==> src/rtl/mem_arb_pkg.sv <==
// Shared types and constants for the two-port memory arbiter.
package mem_arb_pkg;

    typedef enum logic [1:0] {
        IDLE  = 2'd0,
        ISSUE = 2'd1,
        WAIT  = 2'd2,
        RESP  = 2'd3
    } mem_arb_state_t;

    localparam logic PORT_CORE   = 1'b0;
    localparam logic PORT_LOADER = 1'b1;

endpackage

==> src/rtl/mem_arb_pick.sv <==
// Combinational winner selection between the core and loader requests.
// Round-robin tie-breaking when MEM_ARB_RR_EN is defined, fixed priority otherwise.
module mem_arb_pick
    import mem_arb_pkg::*;
(
    input  logic req0,
    input  logic req1,
    input  logic last_gnt,
    output logic winner,
    output logic valid
);

`ifdef MEM_ARB_RR_EN
    // Ties go to the port that was not granted last
    always_comb begin
        valid  = req0 | req1;
        winner = PORT_CORE;
        if (req0 && req1) begin
            winner = (last_gnt == PORT_CORE) ? PORT_LOADER : PORT_CORE;
        end else if (req1) begin
            winner = PORT_LOADER;
        end else begin
            winner = PORT_CORE;
        end
    end
`else
    logic unused_last_gnt_s;
    assign unused_last_gnt_s = last_gnt;

    // Core always beats the loader
    always_comb begin
        valid  = req0 | req1;
        winner = PORT_CORE;
        if (req0) begin
            winner = PORT_CORE;
        end else if (req1) begin
            winner = PORT_LOADER;
        end else begin
            winner = PORT_CORE;
        end
    end
`endif

endmodule

==> src/rtl/mem_arbiter.sv <==
// Shares a single-port fixed-latency BRAM between the core (port 0) and the
// UART loader (port 1). Optional round-robin arbitration: MEM_ARB_RR_EN.
module mem_arbiter #(
    parameter int AW     = 17,
    parameter int DW     = 32,
    parameter int RD_LAT = 2
) (
    input  logic          clk,
    input  logic          rstn,
    input  logic          req0,
    input  logic          we0,
    input  logic [AW-1:0] addr0,
    input  logic [DW-1:0] wdata0,
    output logic          gnt0,
    output logic          rvalid0,
    input  logic          req1,
    input  logic          we1,
    input  logic [AW-1:0] addr1,
    input  logic [DW-1:0] wdata1,
    output logic          gnt1,
    output logic          rvalid1,
    output logic [DW-1:0] rdata,
    output logic          busy,
    output logic          mem_en,
    output logic          mem_we,
    output logic [AW-1:0] mem_addr,
    output logic [DW-1:0] mem_wdata,
    input  logic [DW-1:0] mem_rdata
);
    import mem_arb_pkg::*;

    localparam int            CW       = (RD_LAT > 1) ? $clog2(RD_LAT) : 1;
    localparam logic [CW-1:0] CNT_LOAD = CW'(RD_LAT - 1);
    localparam logic [CW-1:0] CNT_ONE  = CW'(1);
    localparam logic [CW-1:0] CNT_ZERO = CW'(0);

    mem_arb_state_t state_r, state_s;
    logic [CW-1:0]  cnt_r, cnt_s;
    logic           owner_r, owner_s;
    logic [DW-1:0]  rdata_r, rdata_s;
    logic           gnt0_r, gnt0_s, gnt1_r, gnt1_s;
    logic           rvalid0_r, rvalid0_s, rvalid1_r, rvalid1_s;
    logic           busy_r, busy_s;
    logic           mem_en_r, mem_en_s, mem_we_r, mem_we_s;
    logic [AW-1:0]  mem_addr_r, mem_addr_s;
    logic [DW-1:0]  mem_wdata_r, mem_wdata_s;
    logic           last_gnt_s;
    logic           win_idx_s, win_vld_s;

    mem_arb_pick u_pick (
        .req0     (req0),
        .req1     (req1),
        .last_gnt (last_gnt_s),
        .winner   (win_idx_s),
        .valid    (win_vld_s)
    );

`ifdef MEM_ARB_RR_EN
    logic last_gnt_r;

    // Remember which port took the most recent grant
    always_ff @(posedge clk) begin
        if (!rstn) begin
            last_gnt_r <= 1'b1;
        end else if ((state_r == IDLE) && win_vld_s) begin
            last_gnt_r <= win_idx_s;
        end else begin
            last_gnt_r <= last_gnt_r;
        end
    end

    assign last_gnt_s = last_gnt_r;
`else
    assign last_gnt_s = 1'b1;
`endif

    // Next-state and next-output decode; every output is registered below
    always_comb begin
        state_s     = state_r;
        cnt_s       = cnt_r;
        owner_s     = owner_r;
        rdata_s     = rdata_r;
        gnt0_s      = 1'b0;
        gnt1_s      = 1'b0;
        rvalid0_s   = 1'b0;
        rvalid1_s   = 1'b0;
        mem_en_s    = 1'b0;
        mem_we_s    = 1'b0;
        mem_addr_s  = mem_addr_r;
        mem_wdata_s = mem_wdata_r;
        case (state_r)
            IDLE: begin
                if (win_vld_s) begin
                    state_s  = ISSUE;
                    owner_s  = win_idx_s;
                    mem_en_s = 1'b1;
                    if (win_idx_s == PORT_LOADER) begin
                        mem_we_s    = we1;
                        mem_addr_s  = addr1;
                        mem_wdata_s = wdata1;
                        gnt1_s      = 1'b1;
                    end else begin
                        mem_we_s    = we0;
                        mem_addr_s  = addr0;
                        mem_wdata_s = wdata0;
                        gnt0_s      = 1'b1;
                    end
                end else begin
                    state_s = IDLE;
                end
            end
            ISSUE: begin
                // mem_we_r still reflects the command issued this cycle
                if (mem_we_r) begin
                    state_s = IDLE;
                end else begin
                    state_s = WAIT;
                    cnt_s   = CNT_LOAD;
                end
            end
            WAIT: begin
                if (cnt_r == CNT_ZERO) begin
                    state_s   = RESP;
                    rdata_s   = mem_rdata;
                    rvalid0_s = (owner_r == PORT_CORE);
                    rvalid1_s = (owner_r == PORT_LOADER);
                end else begin
                    cnt_s = cnt_r - CNT_ONE;
                end
            end
            RESP: begin
                state_s = IDLE;
            end
            default: begin
                state_s = IDLE;
            end
        endcase
        busy_s = (state_s != IDLE);
    end

    // State, counter, owner and output registers
    always_ff @(posedge clk) begin
        if (!rstn) begin
            state_r     <= IDLE;
            cnt_r       <= CNT_ZERO;
            owner_r     <= PORT_CORE;
            rdata_r     <= {DW{1'b0}};
            gnt0_r      <= 1'b0;
            gnt1_r      <= 1'b0;
            rvalid0_r   <= 1'b0;
            rvalid1_r   <= 1'b0;
            busy_r      <= 1'b0;
            mem_en_r    <= 1'b0;
            mem_we_r    <= 1'b0;
            mem_addr_r  <= {AW{1'b0}};
            mem_wdata_r <= {DW{1'b0}};
        end else begin
            state_r     <= state_s;
            cnt_r       <= cnt_s;
            owner_r     <= owner_s;
            rdata_r     <= rdata_s;
            gnt0_r      <= gnt0_s;
            gnt1_r      <= gnt1_s;
            rvalid0_r   <= rvalid0_s;
            rvalid1_r   <= rvalid1_s;
            busy_r      <= busy_s;
            mem_en_r    <= mem_en_s;
            mem_we_r    <= mem_we_s;
            mem_addr_r  <= mem_addr_s;
            mem_wdata_r <= mem_wdata_s;
        end
    end

    assign gnt0      = gnt0_r;
    assign gnt1      = gnt1_r;
    assign rvalid0   = rvalid0_r;
    assign rvalid1   = rvalid1_r;
    assign rdata     = rdata_r;
    assign busy      = busy_r;
    assign mem_en    = mem_en_r;
    assign mem_we    = mem_we_r;
    assign mem_addr  = mem_addr_r;
    assign mem_wdata = mem_wdata_r;

endmodule
==> config.mk <==
export PLATFORM = sky130hd
export DESIGN_NAME = mem_arbiter
export DESIGN_NICKNAME = d
export VERILOG_FILES = /design/src/rtl/mem_arb_pkg.sv /design/src/rtl/mem_arb_pick.sv /design/src/rtl/mem_arbiter.sv
export SDC_FILE = /design/constraint.sdc
export NUM_CORES = 1
export LEC_CHECK = 0
export ABC_CLOCK_PERIOD_IN_PS = 1050
export CORE_MARGIN = 8
export CORE_UTILIZATION = 33
export DETAILED_ROUTE_END_ITERATION = 8
export PLACE_DENSITY = 0.76
export SLEW_MARGIN = 15
export SYNTH_ARGS = -nofsm -noshare
export SYNTH_HDL_FRONTEND = slang
export SYNTH_HIERARCHICAL = 1
export SYNTH_SLANG_ARGS = --single-unit
==> constraint.sdc <==
create_clock -name clk -period 1.05 [get_ports clk]
set_input_delay 0.1575 -clock clk [delete_from_list [all_inputs] [get_ports clk]]
set_output_delay 0.1575 -clock clk [all_outputs]
set_load 0.1 [all_outputs]
-- Word level (Yosys, flattened, before mapping)
Index checks and enable logic that the tools add are counted.
- flip-flop bits (word level): 92
- output and inout bits: 88
- logic and storage cells: 47
- $add $sub $neg: 1
- eq/ne operators: 4
- muxes and demuxes: 15
- bitwise gates (word level): 5
- reduce and logical (&&, ||, !) cells: 9
- operator list (operator ; count):
    two-way mux 32 bit ; 1
    two-way mux 17 bit ; 1
    two-way mux 1 bit ; 9
    one-hot mux 2 bit (4 select lines) ; 1
    AND reduction 2 bit ; 4
    == test 2 bit, second input constant ; 2
    two-way mux 2 bit ; 2
    inverter 1 bit ; 4
    nonzero test 2 bit ; 2
    AND reduction 3 bit ; 1
    OR reduction 3 bit ; 1
    == test 2 x 1 -> 1 bit, second input constant ; 1
    zero test 2 bit ; 1
    inequality test 2 bit, second input constant ; 1
    one-hot mux 1 bit (2 select lines) ; 1
    bitwise OR 1 bit ; 1
    subtractor 1 bit, second input constant ; 1

-- Logic depth before layout (Yosys ltp)
Gate-level depths: netlist of the first run.
- word-level depth: 4
- gate-level depth with buffers: 5
- mapped depth without buffers: 4

-- By module
The synthesis of the first run kept the hierarchy.
- modules (own cells, without submodules) (module ; instances ; cells an instance ; area each (um2) ; seq. area each (um2)):
    mem_arbiter ; 1 ; 342 ; 3537.1 ; 1841.8
    mem_arb_pick ; 1 ; 2 ; 12.5 ; 0.0

-- Least setup slack after synthesis of the first run
OpenSTA, ideal clock, no wires.
- path type: flip-flop to flip-flop
- start point: reg mem_we_r (netlist: mem_we)
- end point: reg busy_r (netlist: busy)
- setup time: 120 ps
- arrival time: 1474 ps
- setup slack: -544 ps
- stages on the path, launching flop included: 4
- path buffers: 0
- path through: dfxtp_1 -> nor3b_1 -> o21a_1 -> or2_1
- cells in the longest elaborated chain, start to end: 3
- ends and longest elaborated chain (what ; line ; source):
    start, declared ; mem_arbiter.sv:44 ; logic mem_en_r, mem_en_s, mem_we_r, mem_we_s;
    start signal, assigned ; mem_arbiter.sv:168 ; mem_we_r <= mem_we_s;
    two-way mux 2 bit ; mem_arbiter.sv:114 ; if (mem_we_r) begin
    one-hot mux 2 bit (4 select lines) ; mem_arbiter.sv:91 ; case (state_r)
    nonzero test 2 bit ; mem_arbiter.sv:138 ; busy_s = (state_s != IDLE);
    end signal, assigned ; mem_arbiter.sv:166 ; busy_r <= busy_s;
    end, declared ; mem_arbiter.sv:43 ; logic busy_r, busy_s;
No other way between the ends.
A chain may end at the register's enable or synchronous reset.

-- Final worst setup path of the first run
- start point: reg state_r[1]
- end point: reg owner_r
- cells in the longest elaborated chain, start to end: 2
- ends and longest elaborated chain (what ; line ; source):
    start, declared ; mem_arbiter.sv:37 ; mem_arb_state_t state_r, state_s;
    start signal, assigned ; mem_arbiter.sv:158 ; state_r <= state_s;
    zero test 2 bit ; mem_arbiter.sv:91 ;
    AND reduction 2 bit (no line) ; -- ;
    end signal, assigned ; mem_arbiter.sv:160 ; owner_r <= owner_s;
    end, declared ; mem_arbiter.sv:39 ; logic owner_r, owner_s;
No other way between the ends.

==> impl_metrics.ini, run 1 <==
[finish]
stdcell_count = 779
diodes = 0
seqCellArea_mm2 = 0.002024
nFillCells = 572
drive_gt1_share_pct = 53.05
layout.nets = 770
fin_area_mm2 = 0.008652
finish.utilization_pct = 81.24
area_growth_pct = 144.0
multi_input_area_mm2 = 0.002037

[global_routing]
grt_max_degree = 67
grt_use_total_pct = 19.84
grt_pass1_wl_mm = 22.53
antenna_found_initial = 0
grt_overflow = 0
grt_pass1_vias = 4159

[floorplan]
core_mm2 = 0.01065
rows = 38
die_y_um = 119.7
die_w_um = 119.7
start_util_pct = 33.29
boundaryPins = 224
die_area_mm2 = 0.01432

[timing]
period_share_pct = 119.5
post-route-min-period_ns = 1.255
worst_pin_slew_ns = 0.5069
slew_viol_final = 0
skew_ns = 0.009353
fmaxAchievable_ghz = 0.7970
setup_violations = 137
relSlewSlack_pct = 66.21
setup_ws_ns = -0.2047
hold_viol = 0
finalSetupTns_ns = -12.18
holdWs_ns = 0.3003
rsz0062_at_grt = true

[synthesis]
synthCells = 343
syn_area_mm2 = 0.003546
ys_warn_count = 6
synth_nets = 479
postSynthAreaPerCell_um2 = 10.34

[job]
maxCapViolCount = 0

[setup_path]
slowest_stage = o21a_2
cp.arrival_ns = 1.50
r2r_cells = 3
worstPathCellList = nand2b_4 > o21a_2 > a21o_1
r2r-start = state_r[1]
path_class = reg2reg
critPathCaptureType = flip-flop
r2r-end = owner_r
cp.required_ns = 1.30
timing.reg2reg.setup_slack_ns = -0.20
cpPeakStageDelay_ns = 0.38
start_kind = flip-flop
cp_max_fo = 12

[route]
num_vias = 3932
drtIter0Drc = 196
routed_wl_mm = 17.37
viasPerCell = 5.047
drtPass1Iterations = 5
wl_per_cell_um = 22.30
antenna_left = 0
drc = 0

[worst_hold_path]
hold_path.startpoint = rstn
hold_end = state_r[1]
hp-class = in2reg
hold_depth = 3

[clock_network]
cts_hold_buf = 0
clkLatencyLatePin_ns = 0.35
cts.clk_slew.worst_paths_ns = 0.09
cts_buffers = 9
cts_tree = yes
htreeDepth = 3
ctsLongestPathBuffers = 2
clock-sinks = 92
cts_root_buffer = clkbuf_8

[placed_design]
port_buffers = 223
place_area_mm2 = 0.006943
gp_congestion = 0.7617
pre_cts_ws_ns = -0.7616
place_inst = 686
place.detailed.hpwl_mm = 9.798

[power_and_ir_drop]
power_density_mw_per_mm2 = 1595
power.leakage_nw = 3.402
vdd.ir_drop.worst_mv = 1.026
totalPowerFinal_mw = 13.80

[status]
status = finished, violations left
failed_checks = setup timing
## power by group
part	total [mW]	internal (mW)	switching (mW)
clock network	3.15	1.89	1.26
registers	4.30	3.90	0.396
logic	6.35	2.73	3.62
## metal layers
metal / global-route usage [%] / part of all wire (%) / vias up
li1: - / - / 1827
met1: 20.42 / 38 / 1907
met2: 36.43 / 53 / 175
met3: 7.140 / 7.1 / 23
met4: 6.714 / 2.1 / 0
met5: 0 / 0 / -
## how the worst max path moves through the flow
| stage | depth (start not counted) | to | slack, ns | startpoint |
|---|---|---|---|---|
| floorplan | 3 | busy | -0.05 | mem_we |
| global placement | 5 | mem_addr[16] | -0.71 | req0 |
| detailed placement | 5 | mem_wdata[29] | -0.76 | req0 |
| CTS | 6 | mem_wdata[14] | -0.14 | state_r[1] |
| global route | 5 | rdata[27] | -0.25 | state_r[1] |
| finish | 3 | owner_r | -0.20 | state_r[1] |
## worst max-delay path, delay by kind of cell, from the launching register on
| family | cells | cell delay [ns] |
|---|---|---|
| and+or+nand+nor | 1 | 0.17 |
| AOI/OAI and AO/OA | 2 | 0.60 |
| DFF | 1 | 0.37 |
## timing repair
item	4_1_cts	5_1_grt
setup buffers	35	25
gates resized for setup	65	75
pin swaps	4	28
hold endpoints to repair	0	0
setup endpoints to repair	173	176
cloned	7	10
## sequential cells by signal, indices dropped and copies added (netlist names), 2 cells and up
signal	flops
mem_addr	17
mem_wdata	32
state_r	2
rdata	32
## cell usage in the layout, fill, tap and decap left out, types with 2 or more instances in the layout
cell type,instances
and3_1,2
buf_12,98
buf_16,7
buf_4,57
buf_6,4
bufinv_16,4
clkbuf_1,2
clkbuf_16,7
clkbuf_8,10
clkdlybuf4s50_1,132
dfxtp_1,2
dfxtp_2,62
dfxtp_4,28
dlygate4sd2_1,2
mux2i_1,50
nand2_1,33
nand2b_1,2
nand3_1,29
nand3_2,3
nor2_1,3
nor2b_4,2
o21a_1,2
o21a_2,2
o21a_4,2
o21ai_1,30
o21ai_2,2
o2bb2ai_1,6
o2bb2ai_2,32
o2bb2ai_4,11
## final cells by class
cell class,count,area share (%)
repair buffers,308,47.92
multi-input cells,222,23.54
flip-flops and latches,92,23.40
well taps,140,2.025
clock buffers,12,1.678
clock inverters,4,1.388
inverters,1,0.04338
No activity file was read; power rests on OpenSTA's default activity.
==> inputs of run 2 (changes only) <==
CORE_ASPECT_RATIO = 0.7   (was unset)
CTS_CLUSTER_SIZE = 12   (was unset)
==> impl_metrics.ini, run 2 (synthesized netlist as in run 1, its figures left out) <==
[timing]
period_share_pct = 111.1
setup_violations = 86
rsz0062_at_grt = true
post-route-min-period_ns = 1.166
hold_viol = 0
skew_ns = 0.003776
fmaxAchievable_ghz = 0.8573
worst_pin_slew_ns = 0.3562
setup_ws_ns = -0.1165
finalSetupTns_ns = -6.764
relSlewSlack_pct = 76.25
slew_viol_final = 0

[clock_network]
cts.clk_slew.worst_paths_ns = 0.07
cts_root_buffer = clkbuf_16
cts_hold_buf = 0
clock-sinks = 92
clkLatencyLatePin_ns = 0.33
ctsLongestPathBuffers = 2
cts_buffers = 9
htreeDepth = 3
cts_tree = yes

[global_routing]
antenna_found_initial = 0
grt_pass1_wl_mm = 20.82
grt_overflow = 0
grt_pass1_vias = 3732
grt_max_degree = 67
grt_use_total_pct = 18.31

[setup_path]
path_class = reg2reg
cpPeakStageDelay_ns = 0.36
critPathCaptureType = flip-flop
slowest_stage = dfxtp_4
r2r_cells = 4
cp.required_ns = 1.30
start_kind = flip-flop
r2r-start = state_r[1]
cp.arrival_ns = 1.42
r2r-end = mem_wdata[15]
cp_max_fo = 23
timing.reg2reg.setup_slack_ns = -0.12
worstPathCellList = nor2b_1 > nand2_4 > buf_12 > o2bb2ai_1

[route]
drtPass1Iterations = 6
wl_per_cell_um = 19.85
routed_wl_mm = 14.23
drc = 0
antenna_left = 0
viasPerCell = 4.964
drtIter0Drc = 156
num_vias = 3559

[worst_hold_path]
hp-class = in2reg
hold_depth = 2
hold_end = cnt_r
hold_path.startpoint = rstn

[status]
failed_checks = setup timing
status = finished, violations left

[power_and_ir_drop]
power_density_mw_per_mm2 = 1696
power.leakage_nw = 2.937
vdd.ir_drop.worst_mv = 1.099

[floorplan]
core_mm2 = 0.01040
die_y_um = 102.7
die_area_mm2 = 0.01437
start_util_pct = 34.11
boundaryPins = 224
rows = 31
die_w_um = 139.9

[placed_design]
pre_cts_ws_ns = -0.7611
gp_congestion = 0.8089
port_buffers = 223
place_inst = 678
place.detailed.hpwl_mm = 10.04

[finish]
layout.nets = 717
layout_commonest_cell = clkdlybuf4s50_1
stdcell_count = 717
finish.utilization_pct = 73.84
drive_gt1_share_pct = 41.37
area_growth_pct = 116.5
final_cell_mix = 132 x clkdlybuf4s50_1, 96 x buf_12, 80 x dfxtp_2
diodes = 0

[job]
maxCapViolCount = 0
-- run 2: changes by cell type in the layout (fill, tap and decap cells not counted), sizes merged --
cell      previous run  this run
bufbuf               0         1
buf                167       119
o21a                 6         5
clkinvlp             0         3
clkbuf              19        12
inv                  1         2
bufinv               4         1
-- run 2: layout make-up --
cell class                 count  area [µm²]
clock inverter                 5       61.31
tap                          132       165.2
multi-input combinational    221        1635
fill                         682        2719
timing repair buffer         256        3592
clock buffer                  10       239.0
inverter                       1       3.754
sequential                    92        1979
-- run 2: worst max-delay path by stage --
| stage | start | endpoint | cells after the start |
|---|---|---|---|
| 2_1_floorplan | mem_we | busy | 3 |
| 3_3_place_gp | req0 | mem_addr[12] | 5 |
| 3_5_place_dp | req0 | mem_addr[3] | 5 |
| 4_1_cts | state_r[1] | rdata[9] | 5 |
| 5_1_grt | state_r[1] | rdata[27] | 5 |
| 6_report | state_r[1] | mem_wdata[15] | 4 |
-- run 2: power by group --
group          internal (mW)  switching, mW
clock network           1.91           1.35
registers               3.91          0.378
logic                   2.24           3.23
-- run 2: stage by stage --
step / total power, mW / hold WS (ns) / instance area [µm²]
finish: 13.02 / 0.1935 / 7676
global route: 13.45 / 0.1904 / 7676
CTS: 12.96 / 0.1787 / 7512
detailed placement: 9.502 / 0.4288 / 6945
global placement: 9.420 / 0.4155 / 6945
floorplan: 7.243 / 0.2878 / 3720
-- run 2: routing by layer --
layer	track usage [%]	up-vias	wire length (µm)
met4	3.904	0	178
li1	-	1717	-
met5	0	-	0
met1	20.84	1675	6068
met3	6.475	17	1016
met2	32.85	150	6966
-- run 2: timing repair --
item / CTS / global route
pin swaps: 1 / 3
gates resized for setup: 34 / 23
buffers inserted: 7 / 8
gates cloned: 6 / 3
endpoints found under the setup margin: 90 / 135
-- run 2: worst max-delay path, delay by kind of cell (launching register included) --
family	cells	cell delay (ns)
buf+inv	1	0.19
simple gates	2	0.36
flops	1	0.36
compound gates	1	0.17
==> inputs of run 3 (changes only) <==
ABC_CLOCK_PERIOD_IN_PS = 1400   (was 1050)
CORE_UTILIZATION = 41   (was 33)
CTS_BUF_LIST = sky130_fd_sc_hd__clkbuf_4 sky130_fd_sc_hd__clkbuf_8   (was unset)
HOLD_SLACK_MARGIN = 0.1   (was unset)
PLACE_DENSITY = 0.89   (was 0.76)
clock period = 1.4 ns   (was 1.05 ns; I/O delays follow)
==> impl_metrics.ini, run 3 (synthesized netlist as in run 1, its figures left out) <==
[floorplan]
rows = 28
boundaryPins = 224
core_mm2 = 0.008443
start_util_pct = 42.00
die_y_um = 93.81
die_w_um = 127.2
die_area_mm2 = 0.01193

[timing]
relSlewSlack_pct = 79.14
finalSetupTns_ns = 0
rsz0062_at_grt = false
worst_pin_slew_ns = 0.3123
setup_violations = 0
post-route-min-period_ns = 1.356
period_share_pct = 96.87
setup_ws_ns = 0.04384
fmaxAchievable_ghz = 0.7374
slew_viol_final = 0
skew_ns = 0.01322
hold_viol = 0

[route]
num_vias = 3471
drtPass1Iterations = 4
antenna_left = 0
dr_wl_met2_mm = 6.793
drc = 0
wl_per_cell_um = 19.52
top_layer = met4
m1WireLength_mm = 5.179
routed_wl_mm = 13.37
drtIter0Drc = 196
viasPerCell = 5.067
met3_length_mm = 1.200

[finish]
layout_commonest_cell = clkdlybuf4s50_1
stdcell_count = 685
fin_area_mm2 = 0.007083
diodes = 0
layout.nets = 696
area_growth_pct = 99.75
nFillCells = 445
final_cell_mix = 134 x clkdlybuf4s50_1, 97 x buf_12, 91 x dfxtp_1
drive_gt1_share_pct = 22.12
finish.utilization_pct = 83.89

[setup_path]
r2r-start = state_r[1]
r2r_cells = 5
timing.reg2reg.setup_slack_ns = 0.16
r2r-end = rdata[26]
slowest_stage = clkdlybuf4s50_1
critPathCaptureType = flip-flop
cp_max_fo = 32
cpPeakStageDelay_ns = 0.49
start_kind = primary input
worstPathCellList = clkdlybuf4s50_1 > nor2b_4 > buf_12 > mux2i_1 > o2bb2ai_1
path_class = in2reg
cp.arrival_ns = 1.60
cp.required_ns = 1.64

[worst_hold_path]
hold_end = cnt_r
hp-class = in2reg
hold_path.startpoint = rstn
hold_depth = 2

[clock_network]
htreeDepth = 3
ctsLongestPathBuffers = 2
clkLatencyLatePin_ns = 0.35
clock-sinks = 92
cts_root_buffer = clkbuf_8
cts_hold_buf = 0
cts_buffers = 9
cts.clk_slew.worst_paths_ns = 0.09
cts_tree = yes

[placed_design]
place_area_mm2 = 0.006838
gp_congestion = 0.8089
port_buffers = 223
pre_cts_ws_ns = -0.3447
place_inst = 666
place.detailed.hpwl_mm = 10.65

[job]
maxCapViolCount = 0

[power_and_ir_drop]
power_density_mw_per_mm2 = 1249
swShare_pct = 40.18
switching_power_mw = 3.555
p_int_mw = 5.294
vdd.ir_drop.worst_mv = 0.6918
power.leakage_nw = 2.675
power_frac_seq_pct = 35.7
combPwrFrac_pct = 44.0
p_clk_share_pct = 20.3

[global_routing]
grt_max_degree = 67
grt_overflow = 0
grt_use_total_pct = 21.52
grt_pass1_vias = 3725
antenna_found_initial = 0
grt_pass1_wl_mm = 20.22

[status]
status = completed
[run 3: cell types whose count changed in the layout (fill, tap and decap cells not counted), moves of 8 or more]
cell / before / now
dfxtp_2: 80 / 1
buf_4: 15 / 4
o21ai_0: 7 / 30
clkbuf_8: 1 / 9
clkbuf_16: 11 / 1
dfxtp_4: 10 / 0
o21ai_1: 25 / 2
dfxtp_1: 2 / 91
[run 3: per-layer routing]
layer	GRT usage, %	up-vias
li1	-	1669
met1	22.82	1633
met2	38.57	153
met3	8.617	16
met4	7.101	0
met5	0	-
[run 3: worst max-delay path by stage]
stage          slack [ns]   start  cells past startpoint            to
4_1_cts              0.04    req1                      5  mem_wdata[2]
6_report             0.04    req1                      5  mem_wdata[9]
2_1_floorplan        0.13  mem_we                      3          busy
3_3_place_gp        -0.27    req1                      5  mem_wdata[2]
5_1_grt             0.009    req1                      5  mem_wdata[9]
3_5_place_dp        -0.34    req1                      5  mem_wdata[2]
[run 3: area by class of cell]
type                       instances  area (µm²)  area share [%]
sequential                        92        1843           26.02
clock buffer                      11       138.9           1.961
clock inverter                     5       62.56          0.8832
inverter                           1       3.754         0.05299
timing repair buffer             237        3343           47.20
tap                              120       150.1           2.120
multi-input combinational        219        1541           21.76
[run 3: stage by stage]
stage	total power, mW	hold WS (ns)
final	8.850	0.1711
after global routing	9.157	0.1600
after CTS	8.866	0.1497
after detailed placement	7.089	0.4345
after global placement	7.007	0.4296
after floorplan	5.319	0.3404
[run 3: power groups by stage]
stage | combinational, mW | clock (mW) | sequential, mW
global placement | 3.80 | 0 | 3.20
CTS | 3.88 | 1.83 | 3.16
global route | 4.01 | 1.96 | 3.19
finish | 3.89 | 1.80 | 3.16
floorplan | 0.504 | 0 | 4.81
detailed placement | 3.87 | 0 | 3.22
[run 3: critical path: cells and delay by family]
kind                   cells  cell delay (ns)
AO/OA/AOI/OAI              1             0.09
buffers and inverters      2             0.74
multiplexers               1             0.30
AND/OR/NAND/NOR            1             0.21
[run 3: what timing repair did]
action                                 4_1_cts  5_1_grt
buffers inserted                             0        2
setup endpoints to repair                    0        2
resized for setup                            0        1
endpoints found under the hold margin        0        0
